`config.mk`:
```
export PLATFORM = sky130hd
export DESIGN_NAME = complex_fxp_mac
export DESIGN_NICKNAME = d
export VERILOG_FILES = /design/src/rtl/complex_fxp_mac.sv
export SDC_FILE = /design/constraint.sdc
export NUM_CORES = 2
export LEC_CHECK = 0
export BUFFER_PORTS_ARGS = -buffer_cell sky130_fd_sc_hd__buf_2
export CORE_ASPECT_RATIO = 0.8
export CORE_MARGIN = 1
export CORE_UTILIZATION = 25
export DETAILED_ROUTE_END_ITERATION = 8
export PLACE_DENSITY_LB_ADDON = 0.1
export RECOVER_POWER = 50
export SYNTH_ARGS = -nofsm -noshare
export SYNTH_HDL_FRONTEND = slang
export SYNTH_SLANG_ARGS = --single-unit
```
`constraint.sdc`:
```
create_clock -name clk_i -period 8.7 [get_ports clk_i]
set_input_delay 1.74 -clock clk_i [delete_from_list [all_inputs] [get_ports clk_i]]
set_output_delay 1.74 -clock clk_i [all_outputs]
set_load 0.02 [all_outputs]
```
`src/rtl/complex_fxp_mac.sv`:
```
// Fixed-point complex multiply / multiply-accumulate unit with a two-register pipeline.
// It uses a valid/ready handshake, passes the tag through, and reports saturation per lane.
module complex_fxp_mac #(
    parameter int WIDTH     = 16,
    parameter int FRAC      = 8,
    parameter int GUARD     = 8,
    parameter int TAG_WIDTH = 1
) (
    input  logic                      clk_i,
    input  logic                      rst_i,
    input  logic                      in_valid_i,
    output logic                      in_ready_o,
    input  logic                      flush_i,
    input  logic [3:0][WIDTH-1:0]     operands_i,
    input  logic [1:0]                op_i,
    input  logic [TAG_WIDTH-1:0]      tag_i,
    output logic [1:0][WIDTH-1:0]     result_o,
    output logic [1:0]                status_o,
    output logic [TAG_WIDTH-1:0]      tag_o,
    output logic                      out_valid_o,
    input  logic                      out_ready_i,
    output logic                      busy_o
);

    typedef enum logic [1:0] {
        OP_MUL     = 2'b00,
        OP_CMUL    = 2'b01,
        OP_MAC     = 2'b10,
        OP_MAC_CLR = 2'b11
    } op_e;

    localparam int PW    = 2 * WIDTH;
    localparam int SW    = PW + 1;
    localparam int ACC_W = SW + GUARD;

    localparam logic signed [ACC_W:0] ROUND_C = (ACC_W + 1)'(1) << (FRAC - 1);
    localparam logic signed [ACC_W:0] MAX_V   = {{(ACC_W - WIDTH + 2){1'b0}}, {(WIDTH - 1){1'b1}}};
    localparam logic signed [ACC_W:0] MIN_V   = {{(ACC_W - WIDTH + 2){1'b1}}, {(WIDTH - 1){1'b0}}};

    logic adv;
    assign adv        = !out_valid_o || out_ready_i;
    assign in_ready_o = adv && !flush_i;

    // Operands are widened to product width first, so -(-2^(WIDTH-1)) for CMUL cannot overflow.
    logic signed [PW-1:0] ar_x, ai_x, br_x, bi_x, bi_eff;
    assign ar_x   = {{WIDTH{operands_i[0][WIDTH-1]}}, operands_i[0]};
    assign ai_x   = {{WIDTH{operands_i[1][WIDTH-1]}}, operands_i[1]};
    assign br_x   = {{WIDTH{operands_i[2][WIDTH-1]}}, operands_i[2]};
    assign bi_x   = {{WIDTH{operands_i[3][WIDTH-1]}}, operands_i[3]};
    assign bi_eff = (op_i == OP_CMUL) ? -bi_x : bi_x;

    logic                 s1_valid;
    op_e                  s1_op;
    logic [TAG_WIDTH-1:0] s1_tag;
    logic signed [PW-1:0] s1_rr, s1_ii, s1_ri, s1_ir;

    logic signed [SW-1:0]    raw_re, raw_im;
    logic signed [ACC_W-1:0] acc_re, acc_im, raw_re_x, raw_im_x;
    logic signed [ACC_W-1:0] acc_next_re, acc_next_im, val_re, val_im;
    logic [WIDTH:0]          rs_re, rs_im;
    logic                    is_mac;

    assign raw_re   = SW'(s1_rr) - SW'(s1_ii);
    assign raw_im   = SW'(s1_ri) + SW'(s1_ir);
    assign raw_re_x = ACC_W'(raw_re);
    assign raw_im_x = ACC_W'(raw_im);
    assign is_mac   = (s1_op == OP_MAC) || (s1_op == OP_MAC_CLR);

    // Accumulator overflow wraps, so a plain ACC_W-bit add is intended.
    assign acc_next_re = (s1_op == OP_MAC) ? acc_re + raw_re_x : raw_re_x;
    assign acc_next_im = (s1_op == OP_MAC) ? acc_im + raw_im_x : raw_im_x;
    assign val_re      = is_mac ? acc_next_re : raw_re_x;
    assign val_im      = is_mac ? acc_next_im : raw_im_x;

    // Returns {clamped, value}: round half-up at FRAC, then clamp to WIDTH bits.
    function automatic logic [WIDTH:0] round_sat(input logic signed [ACC_W-1:0] v);
        logic signed [ACC_W:0] r;
        r = ((ACC_W + 1)'(v) + ROUND_C) >>> FRAC;
        if (r > MAX_V) return {1'b1, MAX_V[WIDTH-1:0]};
        if (r < MIN_V) return {1'b1, MIN_V[WIDTH-1:0]};
        return {1'b0, r[WIDTH-1:0]};
    endfunction

    assign rs_re = round_sat(val_re);
    assign rs_im = round_sat(val_im);

    assign busy_o = s1_valid || out_valid_o;

    // NOTE: every register below uses <= so all stages sample the pre-edge values together.
    always_ff @(posedge clk_i or posedge rst_i) begin
        if (rst_i) begin
            s1_valid    <= 1'b0;
            s1_op       <= OP_MUL;
            s1_tag      <= '0;
            s1_rr       <= '0;
            s1_ii       <= '0;
            s1_ri       <= '0;
            s1_ir       <= '0;
            out_valid_o <= 1'b0;
            result_o    <= '0;
            status_o    <= '0;
            tag_o       <= '0;
            acc_re      <= '0;
            acc_im      <= '0;
        end else if (flush_i) begin
            s1_valid    <= 1'b0;
            out_valid_o <= 1'b0;
            acc_re      <= '0;
            acc_im      <= '0;
        end else if (adv) begin
            s1_valid <= in_valid_i;
            if (in_valid_i) begin
                s1_op  <= op_e'(op_i);
                s1_tag <= tag_i;
                s1_rr  <= ar_x * br_x;
                s1_ii  <= ai_x * bi_eff;
                s1_ri  <= ar_x * bi_eff;
                s1_ir  <= ai_x * br_x;
            end
            out_valid_o <= s1_valid;
            // The accumulator moves only on a real S1->S2 transfer, so a stalled MAC is not repeated.
            if (s1_valid) begin
                result_o[0] <= rs_re[WIDTH-1:0];
                result_o[1] <= rs_im[WIDTH-1:0];
                status_o    <= {rs_im[WIDTH], rs_re[WIDTH]};
                tag_o       <= s1_tag;
                if (is_mac) begin
                    acc_re <= acc_next_re;
                    acc_im <= acc_next_im;
                end
            end
        end
    end

endmodule

```
# ---- After elaboration in Yosys (flattened, before gate mapping)
# Index checks and enable logic that the tools add are counted.
dict set report totals {
  reg_bits 250
  in_bits 72
  output_inout_bits 38
  wordCells 76
}
dict set report op_classes {
  n_addsub 7
  n_mul 4
  magnitude_cmp 4
  n_eq_ne 3
  mux 31
  bitwise 1
  n_reduce_logical 12
}
# operator n
set ops {}
lappend ops {{$mux 41} 12}
lappend ops {{$mux 17} 8}
lappend ops {{$add 41x9->42 const B} 2}
lappend ops {{$add 41x33->41} 2}
lappend ops {{$gt 34x16->1 const B} 2}
lappend ops {{$lt 34x16->1 const B} 2}
lappend ops {{$mul 16x16->32} 2}
lappend ops {{$mul 16x32->32} 2}
lappend ops {{$add 32x32->33} 1}
lappend ops {{$sub 32x32->33} 1}
lappend ops {{$mux 32} 1}
lappend ops {{$neg 16->32} 1}
lappend ops {{$mux 1} 10}
lappend ops {{$reduce_and 3->1} 3}
lappend ops {{$reduce_bool 2->1} 3}
lappend ops {{$eq 2x2->1 const B} 2}
lappend ops {{$logic_or 1x1->1} 3}
lappend ops {{$eq 2x1->1 const B} 1}
lappend ops {{$logic_not 1->1} 2}
lappend ops {{$logic_and 1x1->1} 1}
lappend ops {{$not 1->1} 1}

# ---- Logic depth before layout (Yosys ltp)
dict set report logic_depth {
  ltp_word 10
  ltp_mapped 34
  depth_no_buf 32
}

# ---- Least setup slack after synthesis
# No wires, ideal clock.
dict set report synth_timing {
  kind {in2reg}
  start {in operands_i[48] (netlist name)}
  end {reg s1_ri[31]}
  setup_time_ns 0.133
  arrival_time_ns 9.339
  t_required_ns 8.567
  setup_slack_ns -0.772
  stages 34
  path_buffers 2
  cell_sequence {clkbuf_1 inv_1 ha_1 nand2b_1 nor3_1 inv_1 o21ai_0 xnor2_1 clkbuf_1 nand2_1 fa_1 inv_1 fa_1 inv_1 fa_1 fa_1 inv_1 fa_1 inv_1 fa_1 inv_1 ha_1 nand3_1 nand2_1 a41o_1 o211a_1 nor3_1 o31ai_1 o41ai_1 o21ai_0 or4_1 a31o_2 xnor2_1 o21ai_0}
}
dict set report synth_via {
  elab_chain_len 3
}
# item line
set synth_rtl {}
lappend synth_rtl {{from (decl)} 14} ;# input logic [3:0][WIDTH-1:0] operands_i,
lappend synth_rtl {{$neg 16->32} 50} ;# assign bi_eff = (op_i == OP_CMUL) ? -bi_x : bi_x;
lappend synth_rtl {{$mux 32 (*)} 50}
lappend synth_rtl {{$mul 16x32->32 (*)} 117} ;# s1_ri <= ar_x * bi_eff;
lappend synth_rtl {{to (signal assigned)} 117}
lappend synth_rtl {{to (decl)} 55} ;# logic signed [PW-1:0] s1_rr, s1_ii, s1_ri, s1_ir;
# Every way passes the cells marked *; elsewhere a longest branch is shown, timed or not.
# A chain may end at the register's enable or synchronous reset.

# ---- Final worst setup path
dict set report layout_timing {
  start {in operands_i[51] (netlist name)}
  end {reg s1_ii[31]}
}
dict set report layout_via {
  elab_chain_len 3
}
# item line
set layout_rtl {}
lappend layout_rtl {{$neg 16->32} 50}
lappend layout_rtl {{$mux 32 (*)} 50}
lappend layout_rtl {{$mul 16x32->32 (*)} 116} ;# s1_ii <= ai_x * bi_eff;
lappend layout_rtl {{to (signal assigned)} 116}
lappend layout_rtl {{to (decl)} 55}
# Marks and branches as above.

==> tab_implementation.tex <==
\begin{tabular}{lr}
\hline
Metric & Value \\
\hline
\multicolumn{2}{l}{\textbf{Status}} \\
\quad Outcome & finished, violations left \\
\quad Violated checks & capacitance limit, slew limit, setup timing \\
\multicolumn{2}{l}{\textbf{STA}} \\
\quad Maximum frequency from static timing analysis & 0.1145 GHz \\
\quad Worst rel slew slack & -166.2\% \\
\quad Post-route setup TNS & -0.03970 ns \\
\quad Slew @ Worst Pin & 3.972 ns \\
\quad Final WS setup & -0.03325 ns \\
\quad Final critical delay including setup and external delays & 8.733 ns \\
\quad Setup Skew & 0.05787 ns \\
\quad Unrepaired setup endpoints after global routing & yes \\
\quad Hold Violations, Final & 0 \\
\quad Ratio of final minimum period to clock period & 100.4\% \\
\quad Final Slew Violations & 291 \\
\quad Setup violations, final & 2 \\
\multicolumn{2}{l}{\textbf{Worst setup path}} \\
\quad Worst setup path endpoint & s1\_ii[31] \\
\quad Start point of the critical path & operands\_i[51] \\
\quad Data arrival time at the worst-slack endpoint & 9.18 ns \\
\quad Worst path most repeated cell & sky130\_fd\_sc\_hd\_\_fa\_1 \\
\quad Depth of the most critical reg-to-reg path & 27 \\
\quad Maximum single-stage delay on the critical path & 0.57 ns \\
\quad Top fanout value on the critical path & 5 \\
\quad Critical Path Start Type & input port \\
\quad Kind of capture point of the worst setup path & flip-flop \\
\quad Destination of the worst register-to-register timing path & status\_o[0] \\
\quad Critical path's slowest cell & sky130\_fd\_sc\_hd\_\_fa\_1 \\
\quad Classification of the worst setup path & input port to flip-flop \\
\quad R2r setup slk & 0.75 ns \\
\quad Critical Path RT & 9.15 ns \\
\quad Start of the worst register-to-register path & s1\_ii[0] \\
\multicolumn{2}{l}{\textbf{Route}} \\
\quad Routed length per placed instance & 20.08 µm \\
\quad Initial DRC count & 3,238 \\
\quad Via count of the routed design & 51,965 \\
\quad Number of iterations in the first detailed-routing pass & 5 \\
\quad Antenna Nets Post-Route & 0 \\
\quad Final routed DRC violation total & 0 \\
\quad Total wirelength of the detailed-routed design & 228,900 µm \\
\quad Per-cell via count in the routed design & 4.559 \\
\multicolumn{2}{l}{\textbf{Layout}} \\
\quad Final core occ & 29.16\% \\
\quad Most common cell after layout, fill and taps aside & sky130\_fd\_sc\_hd\_\_inv\_1 \\
\quad Most frequent cells in the layout & sky130\_fd\_sc\_hd\_\_inv\_1, sky130\_fd\_sc\_hd\_\_nand2\_1, sky130\_fd\_sc\_hd\_\_fa\_1 \\
\quad Share of final-layout standard cells stronger than drive strength 1 & 11.37\% \\
\quad Syn-to-layout area delta & 15.63\% \\
\quad Net count of the finished layout & 9,630 \\
\quad Fillers & 27,681 \\
\multicolumn{2}{l}{\textbf{Logic synthesis}} \\
\quad Top cells by area in the synthesized netlist & sky130\_fd\_sc\_hd\_\_fa\_1, sky130\_fd\_sc\_hd\_\_ha\_1, sky130\_fd\_sc\_hd\_\_dfrtp\_1 \\
\quad Syn Area/Cell & 8.464 µm² \\
\quad Number of warning messages in the yosys log & 0 \\
\quad Yosys reg bits & 250 \\
\quad Most used DFF post-synth & sky130\_fd\_sc\_hd\_\_dfrtp\_1 \\
\quad Library cells used by synthesis & 117 \\
\quad Net count of the mapped netlist & 9,345 \\
\quad Sequential area share after synthesis & 9.680\% \\
\quad Count of mapped cells out of synthesis & 7,636 \\
\quad Area share of the largest cell type after synthesis & 35.19\% \\
\quad Ys async rst share & 100.0\% \\
\quad EDFF count, synth & 0 \\
\quad Largest area contributor in the synthesized netlist & sky130\_fd\_sc\_hd\_\_fa\_1 \\
\quad Mapped Area & 0.06463 mm² \\
\multicolumn{2}{l}{\textbf{Die}} \\
\quad Horizontal die dimension & 570.5 µm \\
\quad Top-level I/O count & 110 \\
\quad Core Footprint & 0.2563 mm² \\
\quad Floorplan die area & 0.2606 mm² \\
\quad Initial Utilization & 25.22\% \\
\quad Total number of placement rows & 166 \\
\quad Height of the die & 456.8 µm \\
\multicolumn{2}{l}{\textbf{GRT}} \\
\quad Global-route usage over all layers & 17.64\% \\
\quad Wire length of the first global-routing pass & 347,900 µm \\
\quad Number of global-route vias before repair & 53,443 \\
\quad Remaining global-route overflow & 0 \\
\quad Antenna violations before repair & 26 \\
\quad Pin count of the biggest net entering global routing & 122 \\
\multicolumn{2}{l}{\textbf{Min path}} \\
\quad Hold Crit Depth & 2 \\
\quad Worst min-delay path startpoint & s1\_ir[0] \\
\quad Hold Crit Class & flip-flop to flip-flop \\
\multicolumn{2}{l}{\textbf{CTS}} \\
\quad Total number of clock tree sinks & 250 \\
\quad Root Buffer & sky130\_fd\_sc\_hd\_\_clkbuf\_16 \\
\quad Clk Latency, worst-skew pair & 0.64 ns \\
\quad Number of hold buffers added after CTS & 0 \\
\quad Count of H-tree levels built during CTS & 2 \\
\quad Clock tree from TritonCTS & yes \\
\quad Number of CTS-inserted buffers & 41 \\
\quad Number of buffers between clock root and the deepest sink & 3 \\
\quad Clock slew at the register clock pins of the worst setup and hold paths & 0.06 ns \\
\multicolumn{2}{l}{\textbf{Job}} \\
\quad Total of max-cap violations & 4 \\
\multicolumn{2}{l}{\textbf{Place}} \\
\quad Routability-driven placement congestion ratio & 0.8140 \\
\quad HPWL reported at the end of detailed placement & 192,100 µm \\
\quad Buffers added on ports & 109 \\
\hline
\end{tabular}
critical path: cells and delay by family:
family          cells  cell delay, ns
buf+inv             6            0.61
fa+ha+maj           7            3.28
compound gates      8            1.71
simple gates        7            1.44
xor+xnor            2            0.41
sequential cells by signal, indices dropped and copies added, names as in the netlist:
register,cells
tag_o,1
s1_ri,32
acc_re,41
s1_rr,32
acc_im,41
result_o,32
out_valid_o,1
s1_valid,1
s1_ir,32
s1_ii,32
status_o,2
s1_tag,1
s1_op,2
Yosys cell counts (11+ instances only):
cell                        number
sky130_fd_sc_hd__fa_1         1136
sky130_fd_sc_hd__nor2b_1        27
sky130_fd_sc_hd__o211a_1        16
sky130_fd_sc_hd__o211ai_1       36
sky130_fd_sc_hd__o31ai_1        32
sky130_fd_sc_hd__a21o_1         83
sky130_fd_sc_hd__o31a_1         14
sky130_fd_sc_hd__nor2_1        252
sky130_fd_sc_hd__o21bai_1       31
sky130_fd_sc_hd__nand3_1       117
sky130_fd_sc_hd__mux2i_1        22
sky130_fd_sc_hd__dfrtp_1       250
sky130_fd_sc_hd__ha_1          501
sky130_fd_sc_hd__a211o_1        17
sky130_fd_sc_hd__or2_2          22
sky130_fd_sc_hd__buf_2          21
sky130_fd_sc_hd__o21a_1         36
sky130_fd_sc_hd__o2111ai_1      12
sky130_fd_sc_hd__a211oi_1       49
sky130_fd_sc_hd__nor3b_1        19
sky130_fd_sc_hd__inv_1        1386
sky130_fd_sc_hd__nand4_1        46
sky130_fd_sc_hd__o211ai_2       13
sky130_fd_sc_hd__a31o_2         11
sky130_fd_sc_hd__nand2b_1       76
sky130_fd_sc_hd__a22o_1         26
sky130_fd_sc_hd__or4_1          15
sky130_fd_sc_hd__a31oi_1        48
sky130_fd_sc_hd__nor4_1         23
sky130_fd_sc_hd__nor3_1        103
sky130_fd_sc_hd__and2_1        487
sky130_fd_sc_hd__a21oi_1       235
sky130_fd_sc_hd__xor2_1        110
sky130_fd_sc_hd__clkbuf_1      362
sky130_fd_sc_hd__or3_1          40
sky130_fd_sc_hd__and4_1         12
sky130_fd_sc_hd__and3_1         50
sky130_fd_sc_hd__nand2_1      1205
sky130_fd_sc_hd__xnor2_1       191
sky130_fd_sc_hd__nand3b_1       14
sky130_fd_sc_hd__o21ai_0       287
cells by family after synthesis:
logic type               count (synthesis)  share of synthesized area [%]
buffers and inverters                 1788                          10.51
adder cells (fa/ha/maj)               1637                          44.89
XOR/XNOR                               301                          4.079
flip-flops                             250                          9.680
AO/OA/AOI/OAI                         1079                          11.22
AND/OR/NAND/NOR                       2548                          19.07
multiplexers                            33                         0.5421
final cells by class:
class / count / area, µm² / share of cell area [%]
Antenna cell: 4 / 10.01 / 0.01339
Clock buffer: 47 / 1079 / 1.443
Clock inverter: 26 / 422.9 / 0.5659
Inverter: 1387 / 5210 / 6.972
Multi-Input combinational cell: 5598 / 52300 / 69.99
Sequential cell: 250 / 6256 / 8.372
Tap cell: 3444 / 4309 / 5.767
Timing Repair Buffer: 643 / 5139 / 6.877
repair_timing:
item / in CTS / in global routing
gates resized for setup: 21 / 70
buffers inserted: 8 / 12
pin swaps: 18 / 53
hold endpoints to repair: 0 / 0
endpoints found under the setup margin: 12 / 22
gates cloned: 1 / 0
layer usage:
layer,part of all wire [%],vias up,GRT usage [%]
li1,-,24616,-
met5,0.036,-,0
met2,42,938,25.71
met4,2.0,14,3.255
met3,4.8,139,2.493
met1,51,26258,27.35
worst min-delay path by stage:
stage / to / slack (ns)
2_1_floorplan: tag_o / 0.44
3_3_place_gp: result_o[31] / 0.47
3_5_place_dp: result_o[31] / 0.46
4_1_cts: result_o[31] / 0.48
5_1_grt: s1_ii[23] / 0.49
6_report: s1_ir[0] / 0.47
through the flow:
| stage | instance area, µm² | worst slack, ns | hold slack, ns | cells |
|---|---|---|---|---|
| detailed placement | 72620 | -1.052 | 0.4632 | 11302 |
| global route | 74720 | -0.3667 | 0.4927 | 11395 |
| CTS | 74340 | -0.03343 | 0.4774 | 11384 |
| finish | 74730 | -0.03325 | 0.4717 | 11399 |
| global placement | 72620 | -1.005 | 0.4663 | 11302 |
| floorplan | 64830 | -0.04541 | 0.4386 | 7636 |
Power is not shown: default switching activity piles up to over one toggle a cycle in this logic, so the estimate is an artifact.
